`src/rtl/collatz_sweep.sv`:
```
// collatz_sweep: walks every value of an inclusive 8-bit range through the
// Collatz step-count unit (ABC) and reports the value with the largest step
// count. Ties keep the smaller value.
//
// Handshake (requester side and ABC side alike, 4-phase soc/eoc):
//   soc rises to request work; eoc falls to acknowledge; soc falls;
//   eoc rises when the result is valid and stays high until the next soc.
module collatz_sweep (
    input  logic       clock,
    input  logic       reset,
    input  logic       soc,
    output logic       eoc,
    input  logic [7:0] lo,
    input  logic [7:0] hi,
    output logic [7:0] best_n,
    output logic [7:0] best_k,
    output logic [7:0] abc_n_0,
    output logic       abc_soc,
    input  logic       abc_eoc,
    input  logic [7:0] abc_k,
    output logic [2:0] debug_state
);

    typedef enum logic [2:0] {
        S_IDLE = 3'd0,
        S_CHK  = 3'd1,
        S_SOC  = 3'd2,
        S_WACK = 3'd3,
        S_WRES = 3'd4,
        S_DONE = 3'd5
    } state_t;

    state_t     state, state_nxt;
    logic [7:0] lo_r, lo_nxt;
    logic [7:0] hi_r, hi_nxt;
    logic [7:0] cur, cur_nxt;
    logic       first, first_nxt;
    logic       eoc_nxt;
    logic       abc_soc_nxt;
    logic [7:0] abc_n_0_nxt;
    logic [7:0] best_n_nxt;
    logic [7:0] best_k_nxt;

    assign debug_state = state;

    // State and every output register; reset restores the idle picture.
    always_ff @(posedge clock) begin
        if (reset) begin
            state   <= S_IDLE;
            lo_r    <= 8'd0;
            hi_r    <= 8'd0;
            cur     <= 8'd0;
            first   <= 1'b0;
            eoc     <= 1'b1;
            abc_soc <= 1'b0;
            abc_n_0 <= 8'd0;
            best_n  <= 8'd0;
            best_k  <= 8'd0;
        end else begin
            state   <= state_nxt;
            lo_r    <= lo_nxt;
            hi_r    <= hi_nxt;
            cur     <= cur_nxt;
            first   <= first_nxt;
            eoc     <= eoc_nxt;
            abc_soc <= abc_soc_nxt;
            abc_n_0 <= abc_n_0_nxt;
            best_n  <= best_n_nxt;
            best_k  <= best_k_nxt;
        end
    end

    // Next-state and next register values; everything holds unless a state acts.
    always_comb begin
        state_nxt   = state;
        lo_nxt      = lo_r;
        hi_nxt      = hi_r;
        cur_nxt     = cur;
        first_nxt   = first;
        eoc_nxt     = eoc;
        abc_soc_nxt = abc_soc;
        abc_n_0_nxt = abc_n_0;
        best_n_nxt  = best_n;
        best_k_nxt  = best_k;

        unique case (state)
            S_IDLE: begin
                if (soc) begin
                    // Zero has no Collatz sequence, so the sweep starts at 1.
                    lo_nxt    = (lo == 8'd0) ? 8'd1 : lo;
                    hi_nxt    = hi;
                    eoc_nxt   = 1'b0;
                    state_nxt = S_CHK;
                end
            end
            S_CHK: begin
                if (lo_r > hi_r) begin
                    best_n_nxt = 8'd0;
                    best_k_nxt = 8'd0;
                    state_nxt  = S_DONE;
                end else begin
                    cur_nxt     = lo_r;
                    abc_n_0_nxt = lo_r;
                    first_nxt   = 1'b1;
                    state_nxt   = S_SOC;
                end
            end
            S_SOC: begin
                // abc_n_0 was loaded a cycle earlier, so it is settled here.
                abc_soc_nxt = 1'b1;
                state_nxt   = S_WACK;
            end
            S_WACK: begin
                if (!abc_eoc) begin
                    abc_soc_nxt = 1'b0;
                    state_nxt   = S_WRES;
                end
            end
            S_WRES: begin
                if (abc_eoc) begin
                    // Strict greater-than keeps the earlier (smaller) value on ties.
                    if (first || (abc_k > best_k)) begin
                        best_k_nxt = abc_k;
                        best_n_nxt = cur;
                        first_nxt  = 1'b0;
                    end
                    // End test before the increment so hi = 255 cannot wrap.
                    if (cur == hi_r) begin
                        state_nxt = S_DONE;
                    end else begin
                        cur_nxt     = cur + 8'd1;
                        abc_n_0_nxt = cur + 8'd1;
                        state_nxt   = S_SOC;
                    end
                end
            end
            S_DONE: begin
                if (!soc) begin
                    eoc_nxt   = 1'b1;
                    state_nxt = S_IDLE;
                end
            end
            default: begin
                state_nxt = S_IDLE;
            end
        endcase
    end

endmodule

```
`config.mk`:
```
export PLATFORM = sky130hd
export DESIGN_NAME = collatz_sweep
export DESIGN_NICKNAME = d
export VERILOG_FILES = /design/src/rtl/collatz_sweep.sv
export SDC_FILE = /design/constraint.sdc
export NUM_CORES = 1
export LEC_CHECK = 0
export CAP_MARGIN = 25
export CORE_UTILIZATION = 50
export CTS_BUF_LIST = sky130_fd_sc_hd__clkbuf_16
export DETAILED_ROUTE_END_ITERATION = 8
export PLACE_DENSITY = 0.79
export SETUP_SLACK_MARGIN = 0.02
export SLEW_MARGIN = 15
export SYNTH_ARGS = -nofsm -noshare
export SYNTH_HDL_FRONTEND = slang
export SYNTH_SLANG_ARGS = --single-unit
export TNS_END_PERCENT = 100
```
`constraint.sdc`:
```
create_clock -name clock -period 2.87 [get_ports clock]
set_input_delay 0.287 -clock clock [delete_from_list [all_inputs] [get_ports clock]]
set_output_delay 0.287 -clock clock [all_outputs]
set_load 0.02 [all_outputs]
```
* Word level (Yosys, flattened, before mapping) *
Cells that the tools add are included.

cells by class
  $add $sub $neg = 1
  magnitude comparators = 2
  eq/ne operators = 14
  muxes and demuxes = 28
  reductions and logical operators = 13

operators with widths
  operator               count
  $mux W8                9
  $pmux W8 S2            3
  $mux W3                6
  $pmux W3 S6            1
  $gt A8 B8 Y1           2
  $ne A2 B2 Y1 const B   8
  $reduce_and A4 Y1      4
  $add A8 B1 Y8 const B  1
  $eq A8 B8 Y1           1
  $logic_not A8 Y1       1
  $eq A3 B2 Y1 const B   2
  $eq A3 B3 Y1 const B   2
  $mux W1                6
  $pmux W1 S2            3
  $reduce_bool A2 Y1     3
  $reduce_and A2 Y1      2
  $eq A3 B1 Y1 const B   1
  $logic_not A3 Y1       1
  $reduce_and A3 Y1      1
  $logic_or A1 B1 Y1     1

storage, ports and cells
  bits in registers = 46
  output and inout bits = 29

* Logic depth before layout (Yosys ltp) *
  depth in word-level cells = 5
  gate-level depth with buffers = 9
  mapped depth without buffers = 8

* Worst setup path after synthesis *
OpenSTA, ideal clock, no wires.

  kind = register -> register
  start = register best_k[7]
  end = register best_n[4]
  library setup time = 0.060 ns
  arrival time = 2.160 ns
  required time = 2.810 ns
  path slack = 0.651 ns
  stages on the path, launching flop included = 10
  buffers on the path = 1
  clock period less this slack = 2.219 ns
  path through = dfxtp_1 inv_1 ha_1 nand4_1 or4_4 nand2_4 a31oi_2 nor2_4 buf_6 a22o_1

on the way
  longest elaborated chain between the ends = 4

ends and longest elaborated chain
  item                         RTL line  source
  start: declaration           16        output logic [7:0] best_k,
  start signal: assignment     69        best_k <= best_k_nxt;
  $gt A8 B8 Y1                 122       if (first || (abc_k > best_k)) begin
  $logic_or A1 B1 Y1           122
  $ne A2 B2 Y1 (no line)       -
  $reduce_and A4 Y1 (no line)  -
  end signal: assignment       68        best_n <= best_n_nxt;
  end: declaration             15        output logic [7:0] best_n,

No other way between the ends.
A chain may end at the register's enable or synchronous reset.

* Worst setup path in the final report *
  start = input port abc_k[7]
  end = register best_n[4]

on the way
  longest elaborated chain between the ends = 4

ends and longest elaborated chain
  item                         RTL line  source
  start: declaration           20        input logic [7:0] abc_k,
  $gt A8 B8 Y1                 122
  $logic_or A1 B1 Y1           122
  $ne A2 B2 Y1 (no line)       -
  $reduce_and A4 Y1 (no line)  -

No other way between the ends.

==> run summary <==
Clock power share = 25.5%
I/O pin cnt = 57
Clock-pin slew on the worst setup and hold paths = 0.06 ns
Setup CP Type = in -> reg
Crit-path max FO = 16
Gate Count Post-Synth = 300
Post-CTS Hold Buffers = 0
Layout Skew = 0.00400 ns
Top-count cell post-synth = nand2_1
Top-area cell type share of the netlist area = 36.1%
Arr. time, crit path = 2.62 ns
Combinational share of power = 40.8%
Routed wire length = 5.78 mm
Tmin final = 2.40 ns
Final Max Slew Viols = 0
Slew headroom = 43.6%
Post-Synth Simple-Gate Area = 22.6%
# DRC = 0
Max VDD drop = 0.493 mV
Distinct cells, synth = 55
Status = finished clean
Synth top cells by count = 48 x nand2_1, 46 x dfxtp_1, 40 x a21oi_1, 18 x inv_1, 17 x ha_1
Post-CTS Setup Bufs = 0
CTS Buf Count = 5
Mapped cell area = 2550 µm²
Fin Setup TNS = 0 ns
Area Overhead vs Synth = 30.5%
Compound-Gate Fraction of Synth Area = 23.9%
Top post-synthesis cells by area = dfxtp_1 36%, ha_1 8.3%, a21oi_1 7.9%, nand2_1 7.1%, a22o_1 5.5%
Upper clock frequency limit = 417 MHz
Static leakage = 1.27 nW
Req. time, crit path = 3.10 ns
Power per cell area = 770 nW/µm²
Max-cap violations = 0
CTS sink cnt = 46
Die width = 73.4 µm
Antenna violations before repair = 0
Total vias in the final route = 2,306
Slew @ Worst Pin = 0.839 ns
Antenna viol nets, final = 0
DR vias/cell = 5.48
CTS Buffer Depth = 2
CP Buf/Inv Count = 1
Placed Cells = 413
Register share of total power = 33.7%
Fin crit share = 83.5%
Metal3 WL = 293 µm
Rows = 25
Sw frac = 37.7%
Adder-cell share of the synthesized area = 8.35%
Slowest stage cell on the critical path = nor4_4
Die height = 73.4 µm
Crit end category = flop
Vias in the first global route = 2,101
IO Port Bufs = 56
Post-cts repair resize count = 0
Synth Register Bits = 46
Final hold violations = 0
Post-synth EDFFs = 0
Area leader, netlist = dfxtp_1
Initial core utilization = 52.9%
First-pass GRT wire length = 9.58 mm
Hold Crit Class = reg -> reg
Psw = 0.965 mW
CTS root buffer = clkbuf_16
Overall Power = 2.56 mW
RSZ-0062 raised after global routing = false
Startpoint type of the worst setup path = input pin
Int Pwr = 1.59 mW
Sequential fraction of the synthesis area = 36.1%
Final HPWL DP = 4.25 mm
Die ar. = 5380 µm²
Final #Nets = 398
Top_reg_cell synth = dfxtp_1
Pre-antenna DRT Iters = 4
Crit path cell chain = clkdlybuf4s50_1, ha_1, nand4_1, a211oi_1, a311oi_4, nor4_4, a22o_1
Main combinational cell family by area after synthesis = compound AO/OA/AOI/OAI gates
Gpl congestion = 0.813
Core footprint = 4820 µm²
Async set-reset flop share out of synthesis = 0%
Largest delay share family, worst path = simple AND/OR/NAND/NOR gates
Post-synth net total = 345
N_diodes = 0
Pin count of the biggest net entering global routing = 33
CTS tree = yes
Clk Latency, worst-skew pair = 0.28 ns
Iteration-0 DRC Markers = 84
Post-synthesis mux area share = 0.393%
GRT Overall Usage = 23.0%
H-tree Lvls = 2
Metal2 WL = 2.79 mm
YS warnings = 0
Share of layout cells above drive strength 1 = 7.63%
Wire per inst = 13.7 µm
Syn_area_per_cell = 8.49 µm²
XOR/XNOR Fraction of Synth Area = 2.75%
Grt ovf = 0
Final-report setup violation count = 0
Wire length on met1 = 2.62 mm
CP max stage delay = 0.72 ns
Uppermost layer routed = met4
Fin cells = 421
## registers in the layout (all words and copies together), names as in the netlist
register     cells
abc_soc          1
best_k           8
best_n           8
cur              8
debug_state      3
eoc              1
first            1
hi_r             8
lo_r             8
## through the flow
| step | hold slack (ns) | area, µm² | worst slack [ns] | utilization (%) |
|---|---|---|---|---|
| floorplan | 0.412 | 2550 | 0.651 | - |
| global placement | 0.461 | 3150 | 0.210 | 65.5 |
| detailed placement | 0.470 | 3150 | 0.163 | 65.5 |
| CTS | 0.485 | 3320 | 0.474 | 69.0 |
| global route | 0.504 | 3320 | 0.249 | 69.0 |
| finish | 0.482 | 3320 | 0.474 | 69.0 |
## worst register-to-register path, cell delays in order (launching register included)
cell and delay [ns]:
dfxtp_1 0.34, inv_1 0.05, ha_1 0.34, nand4_1 0.17, a211oi_1 0.35, a311oi_4 0.08, nor4_4 0.72, a22o_1 0.23
## placed cells by master (no fill, tap or decap), types with 3 or more instances in the layout
cell type / n
nand2b_1: 4
dfxtp_1: 46
nor2b_1: 4
buf_4: 6
a211oi_1: 3
xor2_1: 8
nor2_1: 8
nand3_1: 3
o21ai_0: 10
nand2_1: 48
or2_1: 4
ha_1: 17
a21oi_1: 40
a31oi_1: 3
a22o_1: 16
clkbuf_16: 5
nand4_1: 3
inv_1: 18
nor3_1: 6
nor4_1: 4
clkdlybuf4s50_1: 56
## final cells by class
class	count	area, µm²
multi-input combinational	220	1480
sequential	46	921
clock inverter	3	45.0
tap	67	83.8
inverter	18	67.6
fill	402	1490
timing repair buffer	62	606
clock buffer	5	125
## kinds of logic after synthesis
logic type | after synthesis
AND/OR/NAND/NOR | 104
multiplexers | 1
adder cells (fa/ha/maj) | 17
flip-flops | 46
AO/OA/AOI/OAI | 90
buffers and inverters | 34
XOR/XNOR | 8
## power groups by stage
stage          logic (mW)  registers, mW  clock network (mW)
2_1_floorplan       0.719          0.883                   0
3_3_place_gp         1.01          0.869                   0
3_5_place_dp         1.03          0.874                   0
4_1_cts              1.05          0.860               0.662
5_1_grt              1.16          0.878               0.693
6_report             1.04          0.862               0.651
## per-layer routing
layer	vias to the layer above	global-route usage [%]
met3	8	4.94
met2	67	38.6
met1	1055	29.5
met5	-	0
met4	0	7.48
li1	1176	-
## final timing paths
kind | from | end | slack (ns) | cells past startpoint
min | best_n[7]$_SDFFE_PP0P_ | best_n[7]$_SDFFE_PP0P_ | 0.48 | 1
max | abc_k[7] | best_n[4]$_SDFFE_PP0P_ | 0.47 | 7
min reg2reg | best_n[7]$_SDFFE_PP0P_ | best_n[7]$_SDFFE_PP0P_ | 0.48 | 1
max reg2reg | best_k[7]$_SDFFE_PP0P_ | best_n[4]$_SDFFE_PP0P_ | 0.51 | 7
Note: power is estimated with default switching activity, not from simulation.
